**src/rtl/csi_pkg.sv**
```systemverilog
// -----------------------------------------------------------------------------
// csi_pkg
// Shared constants and types for the CSI subcarrier sequencer.
//   W          : signed width of magnitude/phase samples
//   N_SC       : subcarriers per CSI frame
//   IDX_W      : subcarrier index width (holds N_SC-1)
//   PH_JUMP_TH : antenna-2 phase-jump threshold (signed, strict >)
//   CNT_W      : width of the saturating jump counter
// -----------------------------------------------------------------------------
package csi_pkg;

    localparam int W          = 20;
    localparam int N_SC       = 30;
    localparam int IDX_W      = 5;
    localparam int PH_JUMP_TH = 29;
    localparam int CNT_W      = 8;

    typedef struct packed {
        logic signed [W-1:0] m1;
        logic signed [W-1:0] m2;
        logic signed [W-1:0] m3;
        logic signed [W-1:0] p1;
        logic signed [W-1:0] p2;
        logic signed [W-1:0] p3;
    } csi_sample_t;

    typedef enum logic {
        IDLE = 1'b0,
        BUSY = 1'b1
    } state_t;

    // Subcarrier index successor with wrap at the end of a frame.
    function automatic logic [IDX_W-1:0] idx_next(input logic [IDX_W-1:0] idx);
        logic [IDX_W-1:0] res;
        if (idx == IDX_W'(N_SC - 1)) begin
            res = {IDX_W{1'b0}};
        end else begin
            res = idx + IDX_W'(1);
        end
        return res;
    endfunction

endpackage

```
**src/rtl/csi_phase_jump_det.sv**
```systemverilog
// -----------------------------------------------------------------------------
// csi_phase_jump_det
// Combinational antenna-2 phase-jump detector.
//   prev_p2_i : phase of the previously accepted sample
//   p2_i      : phase of the sample being accepted
//   first_i   : 1 = first sample of a frame, never flagged
//   jump_o    : (prev_p2 - p2) > PH_JUMP_TH, evaluated at W+1 bits
// -----------------------------------------------------------------------------
module csi_phase_jump_det
    import csi_pkg::*;
(
    input  logic signed [W-1:0] prev_p2_i,
    input  logic signed [W-1:0] p2_i,
    input  logic                first_i,
    output logic                jump_o
);

    localparam logic signed [W:0] TH_EXT = (W+1)'(PH_JUMP_TH);

    logic signed [W:0] diff_s;

    // One extra bit so that full-scale phase wraps cannot overflow the difference.
    always_comb begin
        diff_s = {prev_p2_i[W-1], prev_p2_i} - {p2_i[W-1], p2_i};
        jump_o = (!first_i) && (diff_s > TH_EXT);
    end

endmodule

```
**src/rtl/csi_subcarrier_sequencer.sv**
```systemverilog
// -----------------------------------------------------------------------------
// csi_subcarrier_sequencer
// Latches per-subcarrier CSI samples, tags them with a subcarrier index,
// flags antenna-2 phase jumps (holding the index on a jump) and hands them
// downstream over a valid/ready handshake.
//   clk, rst                 : clock, asynchronous active-high reset
//   csi_valid, m1..m3, p1..p3: incoming sample strobe and data
//   out_ready                : downstream accepts the pending output
//   clr                      : synchronous clear of overflow/jump_cnt/index/frame
//   out_valid, *_out, sc_idx : pending output sample and its index
//   jump_flag                : pending sample had a phase jump
//   frame_done               : pulse after the last subcarrier is handed off
//   overflow                 : sticky, a sample was dropped
//   jump_cnt                 : saturating count of detected jumps
// -----------------------------------------------------------------------------
module csi_subcarrier_sequencer
    import csi_pkg::*;
(
    input  logic                clk,
    input  logic                rst,
    input  logic                csi_valid,
    input  logic signed [W-1:0] m1,
    input  logic signed [W-1:0] m2,
    input  logic signed [W-1:0] m3,
    input  logic signed [W-1:0] p1,
    input  logic signed [W-1:0] p2,
    input  logic signed [W-1:0] p3,
    input  logic                out_ready,
    input  logic                clr,
    output logic                out_valid,
    output logic signed [W-1:0] m1_out,
    output logic signed [W-1:0] m2_out,
    output logic signed [W-1:0] m3_out,
    output logic signed [W-1:0] p1_out,
    output logic signed [W-1:0] p2_out,
    output logic signed [W-1:0] p3_out,
    output logic [IDX_W-1:0]    sc_idx,
    output logic                jump_flag,
    output logic                frame_done,
    output logic                overflow,
    output logic [CNT_W-1:0]    jump_cnt
);

    state_t              state_q,      state_d;
    csi_sample_t         sample_q,     sample_d;
    logic [IDX_W-1:0]    sc_idx_q,     sc_idx_d;
    logic                jump_flag_q,  jump_flag_d;
    logic                frame_done_q, frame_done_d;
    logic                overflow_q,   overflow_d;
    logic [CNT_W-1:0]    jump_cnt_q,   jump_cnt_d;
    logic [IDX_W-1:0]    idx_q,        idx_d;
    logic signed [W-1:0] prev_p2_q,    prev_p2_d;
    logic                first_q,      first_d;

    logic                handshake_s;
    logic                accept_s;
    logic                drop_s;
    logic                frame_end_s;
    logic [IDX_W-1:0]    idx_adv_s;
    logic                first_eff_s;
    logic signed [W-1:0] prev_eff_s;
    logic                jump_s;

    assign handshake_s = (state_q == BUSY) && out_ready;
    assign accept_s    = csi_valid && ((state_q == IDLE) || out_ready);
    assign drop_s      = csi_valid && (state_q == BUSY) && !out_ready;
    assign frame_end_s = handshake_s && !jump_flag_q && (sc_idx_q == IDX_W'(N_SC - 1));
    // A back-to-back sample sees the index already advanced by this handshake.
    assign idx_adv_s   = (handshake_s && !jump_flag_q) ? idx_next(idx_q) : idx_q;
    // clr or a frame boundary in the same cycle makes the new sample a frame start.
    assign first_eff_s = clr || frame_end_s || first_q;
    assign prev_eff_s  = clr ? {W{1'b0}} : prev_p2_q;

    csi_phase_jump_det u_jump_det (
        .prev_p2_i (prev_eff_s),
        .p2_i      (p2),
        .first_i   (first_eff_s),
        .jump_o    (jump_s)
    );

    // Next-state, datapath and counter update logic.
    always_comb begin
        state_d      = state_q;
        sample_d     = sample_q;
        sc_idx_d     = sc_idx_q;
        jump_flag_d  = jump_flag_q;
        frame_done_d = frame_end_s;
        overflow_d   = overflow_q;
        jump_cnt_d   = jump_cnt_q;
        idx_d        = idx_q;
        prev_p2_d    = prev_p2_q;
        first_d      = first_q;

        case (state_q)
            IDLE: begin
                if (accept_s) begin
                    state_d = BUSY;
                end else begin
                    state_d = IDLE;
                end
            end
            BUSY: begin
                if (out_ready && !csi_valid) begin
                    state_d = IDLE;
                end else begin
                    state_d = BUSY;
                end
            end
            default: begin
                state_d = IDLE;
            end
        endcase

        if (clr) begin
            idx_d = {IDX_W{1'b0}};
        end else begin
            idx_d = idx_adv_s;
        end

        if (accept_s) begin
            sample_d.m1 = m1;
            sample_d.m2 = m2;
            sample_d.m3 = m3;
            sample_d.p1 = p1;
            sample_d.p2 = p2;
            sample_d.p3 = p3;
            sc_idx_d    = idx_d;
            jump_flag_d = jump_s;
            prev_p2_d   = p2;
            first_d     = 1'b0;
        end else begin
            if (clr) begin
                prev_p2_d = {W{1'b0}};
            end else begin
                prev_p2_d = prev_p2_q;
            end
            if (clr || frame_end_s) begin
                first_d = 1'b1;
            end else begin
                first_d = first_q;
            end
        end

        if (clr) begin
            overflow_d = 1'b0;
        end else if (drop_s) begin
            overflow_d = 1'b1;
        end else begin
            overflow_d = overflow_q;
        end

        if (clr) begin
            jump_cnt_d = {CNT_W{1'b0}};
        end else if (accept_s && jump_s && (jump_cnt_q != {CNT_W{1'b1}})) begin
            jump_cnt_d = jump_cnt_q + CNT_W'(1);
        end else begin
            jump_cnt_d = jump_cnt_q;
        end
    end

    // State and output registers.
    always_ff @(posedge clk or posedge rst) begin
        if (rst) begin
            state_q      <= IDLE;
            sample_q     <= '0;
            sc_idx_q     <= {IDX_W{1'b0}};
            jump_flag_q  <= 1'b0;
            frame_done_q <= 1'b0;
            overflow_q   <= 1'b0;
            jump_cnt_q   <= {CNT_W{1'b0}};
            idx_q        <= {IDX_W{1'b0}};
            prev_p2_q    <= {W{1'b0}};
            first_q      <= 1'b1;
        end else begin
            state_q      <= state_d;
            sample_q     <= sample_d;
            sc_idx_q     <= sc_idx_d;
            jump_flag_q  <= jump_flag_d;
            frame_done_q <= frame_done_d;
            overflow_q   <= overflow_d;
            jump_cnt_q   <= jump_cnt_d;
            idx_q        <= idx_d;
            prev_p2_q    <= prev_p2_d;
            first_q      <= first_d;
        end
    end

    assign out_valid  = (state_q == BUSY);
    assign m1_out     = sample_q.m1;
    assign m2_out     = sample_q.m2;
    assign m3_out     = sample_q.m3;
    assign p1_out     = sample_q.p1;
    assign p2_out     = sample_q.p2;
    assign p3_out     = sample_q.p3;
    assign sc_idx     = sc_idx_q;
    assign jump_flag  = jump_flag_q;
    assign frame_done = frame_done_q;
    assign overflow   = overflow_q;
    assign jump_cnt   = jump_cnt_q;

endmodule

```
**config.mk**
```make
export PLATFORM = sky130hd
export DESIGN_NAME = csi_subcarrier_sequencer
export DESIGN_NICKNAME = d
export VERILOG_FILES = /design/src/rtl/csi_pkg.sv /design/src/rtl/csi_phase_jump_det.sv /design/src/rtl/csi_subcarrier_sequencer.sv
export SDC_FILE = /design/constraint.sdc
export NUM_CORES = 1
export LEC_CHECK = 0
export ABC_AREA = 1
export CAP_MARGIN = 30
export CORE_MARGIN = 2
export CORE_UTILIZATION = 42
export CTS_CLUSTER_SIZE = 24
export DETAILED_ROUTE_END_ITERATION = 6
export PLACE_DENSITY = 0.77
export SLEW_MARGIN = 20
export SYNTH_ARGS = -nofsm -noshare
export SYNTH_HDL_FRONTEND = slang
export SYNTH_SLANG_ARGS = --single-unit
```
**constraint.sdc**
```tcl
create_clock -name clk -period 4.66 [get_ports clk]
set_input_delay 0.466 -clock clk [delete_from_list [all_inputs] [get_ports clk]]
set_output_delay 0.466 -clock clk [all_outputs]
set_load 0.02 [all_outputs]
```
[Word level (Yosys, flattened, before mapping)]
Index checks and enable logic that the tools add are counted.
Storage, ports and cells
  logic and storage cells: 57
  bits of input ports: 125
  register bits: 163
  output and inout bits: 137
Operators by class
  reductions and logical operators: 20
  mux-type cells: 14
  bitwise gates (word level): 1
  equal/unequal tests: 3
  $add $sub $neg: 3
  magnitude comparators: 1
Operators by type and width (count)
  $mux 20: 2
  $gt 21x6->1 const B: 1
  $sub 20x20->21: 1
  $mux 8: 2
  $mux 5: 3
  $eq 5x5->1 const B: 2
  $logic_and 1x1->1: 10
  $add 8x1->8 const B: 1
  $ne 8x8->1 const B: 1
  $mux 1: 6
  $reduce_bool 2->1: 3
  $add 5x1->5 const B: 1
  $logic_not 1->1: 4
  $logic_or 1x1->1: 3
  $pmux 1 s2: 1
  $not 1->1: 1

[Depth between registers and ports, before layout]
Gate-level depths: netlist of run 1.
  word-level depth: 11
  depth in mapped cells: 21
  depth with buffers taken out: 21

[Modules after synthesis]
A second synthesis of run 1 with hierarchy kept.
Unflattened totals
  cells, all modules: 1097
  area, all modules: 8174.1 um^2
By module, submodules not included
  csi_subcarrier_sequencer: seq. area each 4080.2 um^2, times used 1, area an instance 6598.8 um^2, cells an instance 772
  csi_phase_jump_det: seq. area each 0.0 um^2, times used 1, area an instance 1575.3 um^2, cells an instance 325

[Worst setup path before layout of run 1]
OpenSTA, ideal clock, no wires.
  path kind: input port to flip-flop
  from: input port clr
  to: register jump_cnt_q[6], in the netlist jump_cnt[6]
  library setup time: 0.119 ns
  slack: 2.014 ns
  arrival time: 2.527 ns
  stages on the path: 20
  cell sequence: clkbuf_1 -> nor2_1 -> inv_1 -> fa_1 -> inv_1 -> nand3_1 -> nand2_1 -> nand2_1 -> nand2_2 -> nand2_1 -> nand3_1 -> nand2_1 -> nor2_2 -> nand2_2 -> nor2_2 -> nand2_2 -> nand2_4 -> nor2_4 -> nand4_1 -> nand2_1
Between the ends
  word-level cells in the longest chain between the ends: 7
RTL lines
  from (decl): line csi_subcarrier_sequencer.sv:29  | input logic clr,
  $mux 20 / $logic_or 1x1->1 (equally long branches)
  $sub 20x20->21 / $logic_or 1x1->1 (equally long branches): line csi_phase_jump_det.sv:24, csi_subcarrier_sequencer.sv:71
  $gt 21x6->1 / $logic_not 1->1 (equally long branches): line csi_phase_jump_det.sv:25  | jump_o = (!first_i) && (diff_s > TH_EXT);
  $logic_and 1x1->1: line csi_phase_jump_det.sv:25
  $logic_and 1x1->1 (2 in a row): line csi_subcarrier_sequencer.sv:154  | end else if (accept_s && jump_s && (jump_cnt_q != {CNT_W{1'b1}})) begin
  $reduce_bool 2->1 (no line)
  to (signal assigned): line csi_subcarrier_sequencer.sv:170  | jump_cnt_q <= {CNT_W{1'b0}};
  to (signal assigned): line csi_subcarrier_sequencer.sv:181  | jump_cnt_q <= jump_cnt_d;
  to (decl): line csi_subcarrier_sequencer.sv:50  | logic [CNT_W-1:0] jump_cnt_q, jump_cnt_d;
Several ways; a longest one is shown, not always the timed one.
A chain may end at the register's enable or synchronous reset.

[Final worst setup path of run 1]
  from: input port clr
  to: register jump_cnt_q[4], in the netlist jump_cnt[4]
The elaborated chain is that of the path after synthesis.

==> results of run 1 <==
==> stage by stage <==
stage                     setup WS [ns]  instance area, um2  instances  hold WS [ns]
after floorplan                    2.01                8120       1081         0.529
after global placement             1.09               11000       1576         0.461
after detailed placement          0.964               11000       1576         0.464
after CTS                          1.40               11500       1608         0.364
after global routing               1.08               11500       1610         0.405
final                              1.40               11500       1610         0.369
==> cell type report <==
class | count | area share
Clock buffer | 19 | 0.0383
Tap cell | 260 | 0.0282
Multi-Input combinational cell | 772 | 0.302
Timing Repair Buffer | 267 | 0.231
Sequential cell | 163 | 0.353
Inverter | 114 | 0.0376
Antenna cell | 2 | 0.000433
Clock inverter | 13 | 0.00877
==> critical path, cell delays in order <==
cell and delay [ns]:
clkdlybuf4s50_1 0.39, buf_4 0.22, clkinv_1 0.07, buf_4 0.20
nand2_1 0.10, ha_1 0.22, fa_1 0.43, inv_1 0.11
nand3_1 0.09, nand2_1 0.14, nand3_1 0.10, nand3_1 0.10
nand2_1 0.07, nand3_1 0.11, nor2_1 0.08, nor2_4 0.13
nor2_4 0.05, nand2_2 0.09, nand2_4 0.06, nor2_4 0.19
nand4_1 0.11, nand2_1 0.09
==> final timing paths <==
kind	startpoint	to	slack, ns
worst max-delay path	clr	jump_cnt[4]$_DFFE_PP0P_	1.40
worst min-delay path	rst	m3_out[13]$_DFFE_PP0P_	0.37
worst max register to register	prev_p2_q[1]$_DFF_PP0_	jump_cnt[4]$_DFFE_PP0P_	2.05
worst min register to register	m3_out[7]$_DFFE_PP0P_	m3_out[7]$_DFFE_PP0P_	0.48
max in group asynchronous	rst	m3_out[16]$_DFFE_PP0P_	3.20
min in group clk	m3_out[7]$_DFFE_PP0P_	m3_out[7]$_DFFE_PP0P_	0.48
==> kinds of logic after synthesis <==
group	share of synthesized area
buffers and inverters	0.0677
DFF	0.503
AOI/OAI and AO/OA	0.0282
adders and majority gates	0.0395
xor gates and xnor gates	0.00648
and+or+nand+nor	0.355
==> flip-flops by register name, summed over array words and instances, names as in the netlist, 8 cells and up <==
register	flops
jump_cnt	8
m1_out	20
p2_out	20
prev_p2_q	20
p3_out	20
m3_out	20
p1_out	20
m2_out	20
==> per-layer routing <==
layer / global-route usage / routed length [um]
met1: 0.265 / 9040
met3: 0.0728 / 1650
met4: 0.115 / 1000
met5: 0 / 0
met2: 0.395 / 11400
==> power groups by stage <==
| stage | logic [mW] | registers [mW] | clock network, mW |
|---|---|---|---|
| after floorplan | 0.375 | 1.85 | 0 |
| after CTS | 1.08 | 1.66 | 1.34 |
| after global routing | 1.17 | 1.68 | 1.41 |
| final | 1.07 | 1.66 | 1.32 |
| after detailed placement | 1.08 | 1.68 | 0 |
| after global placement | 1.06 | 1.68 | 0 |
==> cell usage in the layout (no fill, tap or decap), types with 3 or more instances in the layout <==
cell / count
inv_6: 6
a21oi_2: 4
ha_1: 24
o21ai_1: 3
dfrtp_1: 162
nand3_1: 39
clkdlybuf4s50_1: 261
inv_1: 105
nor3_1: 6
nor2_4: 4
nor2_2: 7
buf_4: 5
nor2_1: 54
nand3_2: 4
nand4_1: 15
clkbuf_16: 17
nand2_2: 10
inv_2: 6
o21ai_0: 8
xor2_1: 5
nand2_1: 551
clkinvlp_4: 5
a21oi_1: 17
and2_1: 3
==> summary.md, run 1 <==
| Metric | Value |
|---|---|
| Final setup fails | `0` |
| DRT antenna net count | `0` |
| Vias in the first global route | `7,659` |
| Final GP Congestion | `0.943` |
| P_sw | `1.30 mW` |
| Register bit total from synthesis | `163` |
| VDD IR-drop max | `251 uV` |
| Syn_nets | `1,231` |
| Synthesized cell area | `8110 um2` |
| Power density cells | `351 nW/um2` |
| Detailed-route DRC error count | `0` |
| Cell taking the most area after synthesis | `dfrtp_1` |
| Final hold violation count | `0` |
| NumNets Final | `1,485` |
| Util after Layout | `0.613` |
| Worst Setup Path Type | `in2reg` |
| Drt pass-1 iters | `5` |
| CTS Buf Count | `17` |
| Layout Skew | `0.0122 ns` |
| WP data required | `5.02 ns` |
| Post-synth EDFFs | `0` |
| Avg Inst Size Synth | `7.50 um2` |
| Power, Total | `4.05 mW` |
| Max Slew Vio Count | `0` |
| Leakage power | `6.00 nW` |
| Hold WC Path Type | `in2async` |
| Vias per cell | `4.73` |
| Slew headroom | `0.446` |
| Cell variety after synth | `39` |
| Core box area | `18,800 um2` |
| Sequential cell area | `4080 um2` |
| H-tree depth | `4` |
| Post-DP HPWL | `16.7 mm` |
| Largest net degree at the start of global routing | `150` |
| Initial Utilization | `0.431` |
| Port Buffers | `261` |
| Max-cap viol count | `0` |
| Clock Sinks | `163` |
| Row count | `50` |
| F_max | `0.307 GHz` |
| Int Pwr | `2.75 mW` |
| Synth top area cells | `dfrtp_1, nand2_1, inv_1` |
| Grt ovf | `0` |
| Clock group share of total power | `0.326` |
| Vias | `7,619` |
| TNS Setup | `0 ns` |
| Crit-path max FO | `22` |
| Io pins | `262` |
| Worst Path Arrival | `3.62 ns` |
| Die area | `20,400 um2` |
| Layout cells sized above 1 | `0.0601` |
| Post-cts hold buffer count | `0` |
| Register area share after synthesis | `0.503` |
| Crit. End Element | `register` |
| Dominant synthesized flop cell | `dfrtp_1` |
| Worst-Margin Slew | `0.830 ns` |
| Max Root-Sink Buffers | `2` |
| Post-Synthesis Cells | `1,081` |
| Clock Latency Late Sink | `0.42 ns` |
| Multi-input logic area | `3490 um2` |
| Crit path launch type | `input pin` |
| Setup Buffers After CTS | `0` |
| Die Ht | `143 um` |
| Worst r2r path cells | `19` |
| Die X-Extent | `143 um` |
| Final Critical Period | `3.26 ns` |
| RSZ-0062 raised after global routing | `false` |
| Iter 0 DRT Violations | `329` |
| Routed WL | `23.1 mm` |
| GRT Total Usage | `0.232` |
| Number of antenna violations at the first check in global routing | `2` |
| Yosys warns | `0` |
| WL per Instance | `14.3 um` |
| P&R area growth vs syn | `42.4%` |
| Sw Share | `0.320` |
| CTS tree | `built` |
| Post_cts resized | `0` |
| Global-route wire length before repair | `37.3 mm` |
| Top cell type's share of synthesized area | `0.500` |
| Root buffer cell | `clkbuf_16` |
| Status | `finished clean` |
| Commonest cells in the netlist | `nand2_1, dfrtp_1, inv_1` |
| Fillers | `1,636` |
| Synth async-reset ratio | `1.00` |
| Final worst-path cycle share | `0.699` |
| Combinational power share | `0.265` |
| Flop pwr share | `0.409` |
| CTS clk-pin slew, worst paths | `0.07 ns` |
| Count leader, synth | `nand2_1` |
Note: power is estimated with default switching activity, not from simulation.
==> run 2, diff against run 1 <==
Clock period 4.66 ns to 2.7 ns, I/O delays scaled along.
==> run 2 against run 1 <==
- global-route usage up 0.32 points
- critical endpoint is now jump_cnt[3]$_DFFE_PP0P_
- largest cell class unchanged
- highest routed layer unchanged
- sequential cell count unchanged
- via count up 2.8%
- critical path type is now reg2reg
- register-to-register slack worse by 1.8 ns
==> summary.md, run 2 (synthesis gave the netlist of run 1 again) <==
| Metric | Value |
|---|---|
| Crit path launch type | `register (was input pin)` |
| N_diodes | `0 (was 2)` |
| Final worst-path cycle share | `0.919` |
| Status | `finished clean (unchanged)` |
| Crit. End Element | `register (unchanged)` |
| Clock Latency Late Sink | `0.43 ns (was 0.42 ns)` |
| Placed insts | `1,632 (was 1,576)` |
| Clock Sinks | `163 (unchanged)` |
| Final setup fails | `0 (unchanged)` |
| Number of antenna violations at the first check in global routing | `0 (was 2)` |
| Initial Utilization | `0.431 (unchanged)` |
| Global-route wire length before repair | `38.0 mm (was 37.3 mm)` |
| Die X-Extent | `143 um (unchanged)` |
| CTS tree | `built (unchanged)` |
| F_max | `0.403 GHz` |
| Routed WL | `23.5 mm (was 23.1 mm)` |
| Hold WC Path Type | `in2reg (was in2async)` |
| Final GP Congestion | `0.879 (was 0.943)` |
| Leakage power | `6.33 nW (was 6.00 nW)` |
| Post-DP HPWL | `16.9 mm (was 16.7 mm)` |
| Worst slack at placement | `-0.517 ns (was 0.964 ns)` |
| Drt pass-1 iters | `5 (unchanged)` |
| Largest net degree at the start of global routing | `142 (was 150)` |
| Worst Path Arrival | `2.80 ns (was 3.62 ns)` |
| Core box area | `18,800 um2 (unchanged)` |
| Port Buffers | `261 (unchanged)` |
| Max Slew Vio Count | `0 (unchanged)` |
| WL per Instance | `14.1 um (was 14.3 um)` |
| Vias per cell | `4.71 (was 4.73)` |
| Slew headroom | `0.491 (was 0.446)` |
| Die area | `20,400 um2 (unchanged)` |
| NumNets Final | `1,541 (was 1,485)` |
| Max Root-Sink Buffers | `2 (unchanged)` |
| TNS Setup | `0 ns (unchanged)` |
| GRT Total Usage | `0.236 (was 0.232)` |
| Commonest non-fill, non-tap cell in the layout | `nand2_1 (unchanged)` |
| Post-cts hold buffer count | `0 (unchanged)` |
| Max-cap viol count | `0 (unchanged)` |
| CTS Buf Count | `17 (unchanged)` |
| WP data required | `3.02 ns (was 5.02 ns)` |
| Root buffer cell | `clkbuf_16 (unchanged)` |
| Die Ht | `143 um (unchanged)` |
| Power density cells | `600 nW/um2 (was 351 nW/um2)` |
| Io pins | `262 (unchanged)` |
| Worst Setup Path Type | `reg2reg (was in2reg)` |
| VDD IR-drop max | `444 uV (was 251 uV)` |
| H-tree depth | `4 (unchanged)` |
| Row count | `50 (unchanged)` |
| PnR worst setup slack | `0.219 ns (was 1.40 ns)` |
| Detailed-route DRC error count | `0 (unchanged)` |
| Vias in the first global route | `7,832 (was 7,659)` |
| Most frequent cells in the layout | `nand2_1, clkdlybuf4s50_1, dfrtp_1 (unchanged)` |
| Final Critical Period | `2.48 ns` |
| Final cell count without fillers | `1,664 (was 1,610)` |
| Layout cells sized above 1 | `0.115 (was 0.0601)` |
| DRT antenna net count | `0 (unchanged)` |
| Vias | `7,832 (was 7,619)` |
| Worst-Margin Slew | `0.763 ns (was 0.830 ns)` |
| Layout Skew | `0.0117 ns (was 0.0122 ns)` |
| Final hold violation count | `0 (unchanged)` |
| Setup Buffers After CTS | `0 (unchanged)` |
| P&R area growth vs syn | `49.9% (was 42.4%)` |
| Iter 0 DRT Violations | `345 (was 329)` |
| CTS clk-pin slew, worst paths | `0.07 ns (about the same)` |
| Crit-path max FO | `8 (was 22)` |
| Grt ovf | `0 (unchanged)` |
run 2: per-stage QoR:
stage | total power, mW | utilization | hold WS (ns) | instance area [um2]
finish | 7.30 | 0.646 | 0.232 | 12200
floorplan | 3.85 | - | 0.368 | 8120
detailed placement | 4.86 | 0.609 | 0.464 | 11500
global route | 7.66 | 0.646 | 0.211 | 12200
CTS | 7.34 | 0.641 | 0.284 | 12100
global placement | 4.83 | 0.609 | 0.461 | 11500
run 2: area by class of cell:
type,count,area (um2)
Inverter,114,434
Multi-Input combinational cell,772,3590
Timing Repair Buffer,323,3140
Clock inverter,14,164
Fill cell,1593,6670
Sequential cell,163,4080
Clock buffer,18,429
Tap cell,260,325
run 2: path summary, 6_finish.rpt:
check                      slack, ns                       to                   start  depth (start not counted)
max                             0.22  jump_cnt[3]$_DFFE_PP0P_  prev_p2_q[8]$_DFF_PP0_                         20
min                             0.23     overflow$_DFFE_PP0P_                     clr                          3
max reg2reg                     0.22  jump_cnt[3]$_DFFE_PP0P_  prev_p2_q[8]$_DFF_PP0_                         20
min reg2reg                     0.48    p2_out[0]$_DFFE_PP0P_   p2_out[0]$_DFFE_PP0P_                          2
max in group asynchronous       1.73      first_q$_DFFE_PP1P_                     rst                          3
min in group asynchronous       0.27   p1_out[15]$_DFFE_PP0P_                     rst                          2
run 2: repair_timing:
action,in CTS,in global routing
gates resized for setup,1,31
pin swaps,0,8
setup endpoints to repair,9,9
run 2: metal layers:
| metal | track usage | vias up | routed length (um) |
|---|---|---|---|
| li1 | - | 3915 | - |
| met1 | 0.279 | 3619 | 9310 |
| met2 | 0.403 | 245 | 11900 |
| met3 | 0.0731 | 53 | 1680 |
| met4 | 0.0870 | 0 | 656 |
| met5 | 0 | - | 0 |
run 2: report_power, final:
group          leakage, nW  internal (mW)  total [mW]  switching (mW)
combinational         4.01          0.912        1.98            1.07
sequential            2.04           2.71        2.86           0.149
clock                0.284           1.32        2.46            1.13
total                 6.33           4.95        7.30            2.35
run 2: worst max-delay path, cell delays in order (launching register included):
cell and delay [ns]:
dfrtp_1 0.37, inv_1 0.05, nor2_1 0.04, ha_1 0.41
nand2_1 0.13, inv_2 0.08, nand2_2 0.06, nor2_2 0.11
nand2_2 0.07, nand3_2 0.08, nand2_1 0.06, nand2_1 0.14
inv_1 0.07, nor2_2 0.15, nor2_4 0.05, nor2_4 0.14
nand2_1 0.08, nand2_2 0.08, nor2_4 0.07, nand4_1 0.09
nand2_1 0.06
